<file path="src/rtl/ex_hazard_ctrl.sv">
// Control-hazard and load-use sequencer for the 5-stage pipeline.
// Mealy control outputs from a three-state FSM, plus saturating stall/flush counters.
module ex_hazard_ctrl #(
    parameter int BR_POLICY = 0,
    parameter int BR_STALL  = 2,
    parameter int CNT_W     = 16
) (
    input  logic             clk,
    input  logic             rst,
    input  logic [4:0]       id_rs,
    input  logic [4:0]       id_rt,
    input  logic             id_use_rs,
    input  logic             id_use_rt,
    input  logic             id_branch,
    input  logic             ex_branch,
    input  logic             ex_zero,
    input  logic [31:0]      ex_pc,
    input  logic             ex_wreg,
    input  logic             ex_m2reg,
    input  logic [4:0]       ex_destR,
    output logic             pc_sel,
    output logic [31:0]      pc_target,
    output logic             pc_hold,
    output logic             ifid_hold,
    output logic             ifid_flush,
    output logic             idex_bubble,
    output logic [CNT_W-1:0] cnt_flush,
    output logic [CNT_W-1:0] cnt_stall
);

    generate
        if (BR_STALL < 1 || BR_STALL > 3) begin : g_bad_stall
            $error("BR_STALL must be in 1..3");
        end
    endgenerate

    typedef enum logic [1:0] {RUN, LDSTALL, BRWAIT} state_t;

    typedef struct packed {
        logic pc_sel;
        logic pc_hold;
        logic ifid_hold;
        logic ifid_flush;
        logic idex_bubble;
    } ctl_t;

    localparam logic [1:0] WAIT_LOAD = 2'(BR_STALL - 1);

    state_t     state, state_nxt;
    logic [1:0] wait_cnt, wait_nxt;
    ctl_t       ctl;
    logic       taken, lduse, rs_hit, rt_hit;

    assign taken  = ex_branch & ex_zero;
    assign rs_hit = id_use_rs & (id_rs == ex_destR);
    assign rt_hit = id_use_rt & (id_rt == ex_destR);
    // A load into $0 never produces a real dependency.
    assign lduse  = ex_m2reg & ex_wreg & (ex_destR != 5'd0) & (rs_hit | rt_hit);

    always_comb begin
        ctl       = '0;
        state_nxt = state;
        wait_nxt  = wait_cnt;
        if (taken) begin
            ctl.pc_sel      = 1'b1;
            ctl.ifid_flush  = 1'b1;
            ctl.idex_bubble = 1'b1;
            state_nxt       = RUN;
            wait_nxt        = 2'd0;
        end else begin
            case (state)
                RUN: begin
                    if (lduse) begin
                        ctl.pc_hold     = 1'b1;
                        ctl.ifid_hold   = 1'b1;
                        ctl.idex_bubble = 1'b1;
                        state_nxt       = LDSTALL;
                    end else if (BR_POLICY != 0 && id_branch) begin
                        ctl.pc_hold    = 1'b1;
                        ctl.ifid_hold  = 1'b1;
                        ctl.ifid_flush = (BR_STALL == 1);
                        wait_nxt       = WAIT_LOAD;
                        state_nxt      = BRWAIT;
                    end
                end
                LDSTALL: begin
                    // Load is now in MEM; only a new dependent pair stalls again.
                    if (lduse) begin
                        ctl.pc_hold     = 1'b1;
                        ctl.ifid_hold   = 1'b1;
                        ctl.idex_bubble = 1'b1;
                        state_nxt       = LDSTALL;
                    end else begin
                        state_nxt = RUN;
                    end
                end
                BRWAIT: begin
                    if (wait_cnt != 2'd0) begin
                        ctl.pc_hold    = 1'b1;
                        ctl.ifid_hold  = 1'b1;
                        ctl.ifid_flush = (wait_cnt == 2'd1);
                        wait_nxt       = wait_cnt - 2'd1;
                    end else begin
                        state_nxt = RUN;
                    end
                end
                default: begin
                    state_nxt = RUN;
                    wait_nxt  = 2'd0;
                end
            endcase
        end
    end

    always_ff @(posedge clk or posedge rst) begin
        if (rst) begin
            state    <= RUN;
            wait_cnt <= 2'd0;
        end else begin
            state    <= state_nxt;
            wait_cnt <= wait_nxt;
        end
    end

    assign pc_sel      = ctl.pc_sel      & ~rst;
    assign pc_hold     = ctl.pc_hold     & ~rst;
    assign ifid_hold   = ctl.ifid_hold   & ~rst;
    assign ifid_flush  = ctl.ifid_flush  & ~rst;
    assign idex_bubble = ctl.idex_bubble & ~rst;
    assign pc_target   = pc_sel ? ex_pc : 32'd0;

    always_ff @(posedge clk or posedge rst) begin
        if (rst) begin
            cnt_flush <= '0;
            cnt_stall <= '0;
        end else begin
            if (pc_sel && cnt_flush != '1)
                cnt_flush <= cnt_flush + 1'b1;
            if (pc_hold && cnt_stall != '1)
                cnt_stall <= cnt_stall + 1'b1;
        end
    end

endmodule
</file>
<file path="config.mk">
export PLATFORM = sky130hd
export DESIGN_NAME = ex_hazard_ctrl
export DESIGN_NICKNAME = d
export VERILOG_FILES = /design/src/rtl/ex_hazard_ctrl.sv
export SDC_FILE = /design/constraint.sdc
export NUM_CORES = 1
export LEC_CHECK = 0
export ABC_AREA = 1
export CAP_MARGIN = 10
export CORE_ASPECT_RATIO = 0.6
export CORE_MARGIN = 2
export CORE_UTILIZATION = 40
export DETAILED_ROUTE_END_ITERATION = 16
export GPL_ROUTABILITY_DRIVEN = 0
export MAX_ROUTING_LAYER = met4
export PLACE_DENSITY_LB_ADDON = 0.05
export SLEW_MARGIN = 20
export SYNTH_ARGS = -nofsm -noshare
export SYNTH_HDL_FRONTEND = slang
export SYNTH_SLANG_ARGS = --single-unit
export TNS_END_PERCENT = 10
</file>
<file path="constraint.sdc">
create_clock -name clk -period 3.63 [get_ports clk]
set_input_delay 0.9075 -clock clk [delete_from_list [all_inputs] [get_ports clk]]
set_output_delay 0.9075 -clock clk [all_outputs]
set_load 0.01 [all_outputs]
</file>
==> impl_metrics.csv, run 1 <==
group,metric,value,unit
placed_design,post-dp-hpwl,5720,microns
worst_setup_path,slowest_stage,"clkdlybuf4s50_1",
floorplanning,die_x,103,microns
final_layout,num_antenna_cells,0,
timing,setup_viol,0,
grt,grt_pass1_wl,11800,microns
drt,drc,0,
floorplanning,dieArea,6570,sq um
final_layout,syn2layout_area_growth,59.7,%
clocking,post_cts_buffers,0,
timing,finalSetupTns,0,ps
worst_setup_path,worst-setup-path-type,"input pin to primary output",
pwr,p_clk_frac,0.267,
timing,timing.fmax,287,MHz
clocking,cts_htree_levels,2,
timing,rsz0062_at_grt,"false",
logic_synthesis,synth_area_per_cell,6.36,sq um
drt,wl,7060,microns
logic_synthesis,synth_fp_nets,430,
timing,slew_headroom,0.708,
logic_synthesis,netlist_instances,372,
logic_synthesis,synth_seq_area_share,0.338,
floorplanning,pin_count,125,
logic_synthesis,yosys_warnings,0,
timing,post-route-min-period,3480,ps
placed_design,port_buffers,123,
drt,viasPerCell,4.56,
drt,dr.pass1.iters,4,
pwr,p_comb_frac,0.319,
placed_design,placed_cell_area,3680,sq um
floorplanning,coreArea,5650,sq um
worst_setup_path,critPathLaunchType,"input pin",
grt,grt_start_max_net_pins,34,
grt,antenna_found_initial,0,
clocking,tritoncts,"built",
logic_synthesis,synth_flop_cell,"dfrtp_1",
final_layout,drive_gt1_frac,0.0581,
grt,track_usage,0.238,
worst_setup_path,worstPathRequired,2720,ps
drt,drt_iter0_drc,233,
pwr,power.net_switching,343,uW
logic_synthesis,yosys.cell_types.count,27,
worst_setup_path,path_cells,"clkdlybuf4s50_1, nand2_1, nor2_1, inv_1, buf_4, nor2_1, clkdlybuf4s50_1",
pwr,sw_frac_of_total,0.309,
pwr,power.leakage,0.00194,uW
timing,fin_crit_sh,0.960,
logic_synthesis,synth_edf_count,0,
drt,ant_nets,0,
grt,grt_pass1_vias,2630,
floorplanning,dieHeight,63.6,microns
worst_setup_path,critPathMaxStageDelay,580,ps
min_path,min_path_type,"flop to flop",
clocking,clockRootBuffer,"clkbuf_8",
final_layout,fin_nets,557,
floorplanning,start_util,0.419,
timing,slew_violations,0,
clocking,holdBufCountCts,0,
pwr,p_seq_frac,0.413,
timing,final-hold-violation-count,0,
pwr,p_per_area,294,nW/um^2
drt,wire_per_inst,12.2,microns
floorplanning,placementRows,21,
final_layout,fillers,495,
timing,fin_worst_skew,5.59,ps
clocking,cts_num_sinks,32,
pwr,irDropWorstVdd,0.166,mV
clocking,numCtsBuffers,5,
clocking,cts_resized,0,
worst_setup_path,critPathArrivalTime,2580,ps
logic_synthesis,async_flop_share,1.00,
worst_setup_path,critPathCaptureType,"primary output",
logic_synthesis,synth-seq-cells,32,
pwr,intPower,769,uW
clocking,cts.clk_slew.worst_paths,60,ps
timing,tightest_slew,434,ps
grt,grt_overflow,0,
clocking,clk_latency,290,ps
run,max-cap-violations,0,
worst_setup_path,critPathMaxFanout,19,
logic_synthesis,synth_area,2370,sq um
drt,via_count,2641,
final_layout,design_area,3780,sq um
run_status,status,"finished clean",
clocking,clock_path_buffers,2,
## through the flow
stage                     power (uW)   util  hold slack, ps  setup slack, ps  instances
after floorplan                  612      -             539              818        372
after global placement           813  0.651             511             23.6        572
after detailed placement         820  0.651             519             28.0        572
after CTS                       1120  0.668             530             26.4        579
after global routing            1190  0.669             558             35.3        579
final                           1110  0.669             532              146        579
## critical path, delay by kind of cell
family	cells	cell delay, ps
buffers and inverters	4	1300
and+or+nand+nor	3	370
## synthesized netlist by cell type, types with 2 or more instances
cell type	count	area, sq um
nand2_1	93	349
inv_1	83	312
nor2_1	59	221
dfrtp_1	32	801
nand3_1	25	125
o21ai_0	13	65.1
nor3_1	9	45.0
xor2_1	9	78.8
nand4_1	8	50.1
xnor2_1	6	52.6
inv_2	4	15.0
nand3b_1	4	30.0
buf_4	3	22.5
buf_6	3	33.8
clkbuf_1	3	11.3
nand2_2	3	18.8
nor2_2	3	18.8
ha_1	2	25.0
o21bai_1	2	15.0
## power by group through the flow
stage          combinational (uW)  sequential (uW)  clock (uW)
5_1_grt                       395              466         326
2_1_floorplan                 139              472           0
3_3_place_gp                  352              461           0
3_5_place_dp                  356              464           0
4_1_cts                       358              459         306
6_report                      355              459         297
## registers in the layout (all words and copies together), names as in the netlist
register and count:
cnt_stall 16, cnt_flush 16
## per-layer routing
metal	global-route usage	share of wire	wire [microns]	vias to the layer above
met5	-	0	0	-
met4	0.0625	0.013	95	0
met3	0.0566	0.060	424	12
met2	0.354	0.43	3060	84
met1	0.324	0.49	3480	1188
li1	-	-	-	1357
## worst paths after layout
kind,from,end,slack [ps],depth (start not counted)
max,ex_branch,pc_target[14],150,7
min,cnt_flush[11],cnt_flush[11],530,1
max reg2reg,cnt_stall[0],cnt_stall[13],1680,11
min reg2reg,cnt_flush[11],cnt_flush[11],530,1
max in group asynchronous,rst,cnt_stall[14],2200,3
min in group asynchronous,rst,cnt_stall[0],1120,3
## area by class of cell
type	count	area (sq um)	share of cell area
Timing Repair Buffer	129	1280	0.340
Multi-Input combinational cell	243	1170	0.309
Sequential cell	32	801	0.212
Inverter	88	333	0.0881
Tap cell	80	100	0.0265
Clock buffer	7	96.3	0.0255
## logic make-up (layout without fill, tap and decap cells)
family                   after synthesis  after routing  share of synthesized area
AND/OR/NAND/NOR                      210            210                      0.391
flip-flops                            32             32                      0.338
adder cells (fa/ha/maj)                2              2                     0.0106
XOR/XNOR                              15             15                     0.0555
buffers and inverters                 97            224                      0.169
AO/OA/AOI/OAI                         16             16                     0.0359
## cell usage in the layout, fill, tap and decap left out
cell type	netlist	routed
o21ai_0	13	13
clkbuf_8	0	7
nand4_1	8	8
nand3_1	25	25
ha_1	2	2
clkdlybuf4s50_1	0	120
nor2_1	59	59
nor4_1	1	1
nand3b_1	4	4
nand2_1	93	93
nand3_2	1	1
dfrtp_1	32	32
inv_2	4	4
o21ai_1	1	1
o21bai_1	2	2
nand2_2	3	3
nand2_4	1	1
xnor2_1	6	6
inv_4	1	1
nor3_1	9	9
nor2_4	1	1
xor2_1	9	9
inv_1	83	83
buf_4	3	6
dlymetal6s2s_1	0	3
nand3_4	1	1
nor3_2	1	1
nor2_2	3	3
No activity file was read; power rests on OpenSTA's default activity.
==> inputs of run 2 (changes only) <==
--- a/config.mk
+++ b/config.mk
@@ -8,7 +8,7 @@
 export ABC_AREA = 1
 export CAP_MARGIN = 10
 export CORE_ASPECT_RATIO = 0.6
-export CORE_MARGIN = 2
+export CORE_MARGIN = 10
 export CORE_UTILIZATION = 40
 export DETAILED_ROUTE_END_ITERATION = 16
 export GPL_ROUTABILITY_DRIVEN = 0
==> impl_metrics.csv, run 2 (same netlist as run 1, synthesis figures left out) <==
group,metric,value,unit
timing,tightest_slew,407,ps
drt,via_count,2666,
drt,ant_nets,0,
worst_setup_path,worstPathRequired,2720,ps
grt,track_usage,0.175,
pwr,intPower,752,uW
clocking,cts_htree_levels,2,
placed_design,post-dp-hpwl,6940,microns
clocking,clock_path_buffers,2,
timing,fin_ws,180,ps
drt,viasPerCell,4.59,
clocking,post_cts_buffers,0,
floorplanning,placementRows,21,
pwr,power.net_switching,351,uW
run_status,status,"finished clean",
drt,wl,8280,microns
pwr,power.leakage,0.00192,uW
clocking,cts.clk_slew.worst_paths,60,ps
clocking,clockRootBuffer,"clkbuf_8",
grt,grt_pass1_vias,2649,
worst_setup_path,critPathCaptureType,"primary output",
final_layout,drive_gt1_frac,0.0619,
drt,drc,0,
placed_design,post-place-ws,-3.34,ps
final_layout,layout_commonest_cell,"clkdlybuf4s50_1",
drt,wire_per_inst,14.2,microns
final_layout,fin_nets,558,
drt,dr.pass1.iters,4,
worst_setup_path,critPathMaxFanout,11,
timing,timing.fmax,290,MHz
worst_setup_path,critPathLaunchType,"input pin",
timing,fin_worst_skew,7.89,ps
timing,slew_headroom,0.728,
timing,setup_viol,0,
pwr,p_comb_frac,0.326,
floorplanning,dieHeight,79.6,microns
worst_setup_path,crit_buf_inv,4,
final_layout,num_antenna_cells,0,
pwr,p_per_area,291,nW/um^2
floorplanning,dieArea,9500,sq um
pwr,p_seq_frac,0.415,
final_layout,utilization,0.671,
final_layout,largest_registers,"cnt_flush: 16 flops, cnt_stall: 16 flops",
floorplanning,die_x,119,microns
timing,slew_violations,0,
worst_setup_path,path_cells,"clkdlybuf4s50_1, nand2_1, nor2_1, inv_1, buf_4, nor2_1, clkdlybuf4s50_1",
timing,rsz0062_at_grt,"false",
floorplanning,pin_count,125,
grt,antenna_found_initial,0,
clocking,clk_latency,290,ps
floorplanning,start_util,0.419,
min_path,min_path_type,"flop to flop",
final_layout,syn2layout_area_growth,60.0,%
drt,drt_iter0_drc,137,
timing,post-route-min-period,3450,ps
clocking,holdBufCountCts,0,
grt,grt_overflow,0,
worst_setup_path,slowest_stage,"clkdlybuf4s50_1",
final_layout,final_cell_mix,"120 x clkdlybuf4s50_1, 93 x nand2_1, 83 x inv_1, 59 x nor2_1, 32 x dfrtp_1",
timing,holdWs,526,ps
timing,final-hold-violation-count,0,
pwr,irDropWorstVdd,0.176,mV
floorplanning,coreArea,5650,sq um
worst_setup_path,critPathMaxStageDelay,580,ps
grt,grt_start_max_net_pins,34,
run,max-cap-violations,0,
worst_setup_path,crit_family,"buffers and inverters",
placed_design,port_buffers,123,
clocking,numCtsBuffers,5,
timing,fin_crit_sh,0.950,
grt,grt_pass1_wl,13000,microns
pwr,sw_frac_of_total,0.318,
worst_setup_path,critPathArrivalTime,2540,ps
clocking,tritoncts,"built",
worst_setup_path,worst-setup-path-type,"input pin to primary output",
pwr,p_clk_frac,0.259,
clocking,cts_num_sinks,32,
## run 2: cell count changes in the layout (fill, tap and decap cells not counted)
cell / change
clkbuf_8: -1
dlygate4sd2_1: +2
buf_12: +1
clkinv_2: +2
dlymetal6s2s_1: -2
## run 2: metrics by stage
| step | std cells | total power (uW) | TNS, ps | cell area [sq um] |
|---|---|---|---|---|
| 2_1_floorplan | 372 | 612 | 0 | 2370 |
| 3_3_place_gp | 573 | 822 | 0 | 3700 |
| 3_5_place_dp | 573 | 827 | -6.61 | 3700 |
| 4_1_cts | 581 | 1110 | 0 | 3790 |
| 5_1_grt | 581 | 1170 | 0 | 3790 |
| 6_report | 581 | 1100 | 0 | 3790 |
## run 2: power by group through the flow
stage,Combinational [uW],Sequential [uW],Clock (uW)
after floorplan,139,472,0
after global placement,360,462,0
after detailed placement,363,464,0
after CTS,365,457,292
after global routing,396,466,308
final,360,457,286
## run 2: per-layer routing
layer	share of wire	track usage	vias to the layer above	routed length, microns
met2	0.43	0.266	108	3530
met3	0.11	0.0763	13	931
met5	0	-	-	0
met1	0.45	0.209	1185	3700
li1	-	-	1360	-
met4	0.014	0.0480	0	116
## run 2: final cells by class
type / instances / area (sq um)
clock buffers: 6 / 82.6
clock inverters: 2 / 10.0
fillers: 495 / 1860
inverters: 88 / 333
multi-input cells: 243 / 1170
flip-flops and latches: 32 / 801
well taps: 80 / 100
repair buffers: 130 / 1300
## run 2: final timing paths
check,slack [ps],endpoint,cells after the start,startpoint
setup / recovery,180,pc_target[14],7,ex_zero
hold / removal,530,cnt_flush[11],1,cnt_flush[11]
setup reg to reg,1680,cnt_stall[15],11,cnt_stall[0]
hold reg to reg,530,cnt_flush[11],1,cnt_flush[11]
max in group asynchronous,2220,cnt_stall[5],3,rst
min in group asynchronous,1120,cnt_stall[0],3,rst
## run 2: repair_timing
item | 4_1_cts | 5_1_grt
resized for setup | 2 | 1
cloned | 0 | 0
pin swaps | 0 | 0
endpoints found under the setup margin | 2 | 1
## run 2: worst reg2reg max path: stages (launching register included)
cell and delay [ps]:
dfrtp_1 430, ha_1 250, nand3_1 130, nor2_2 80
nand2_1 80, nor2_2 40, nand2_2 220, inv_1 110
nor2_2 170, nand2_1 100, o21ai_0 160, nand2_1 70
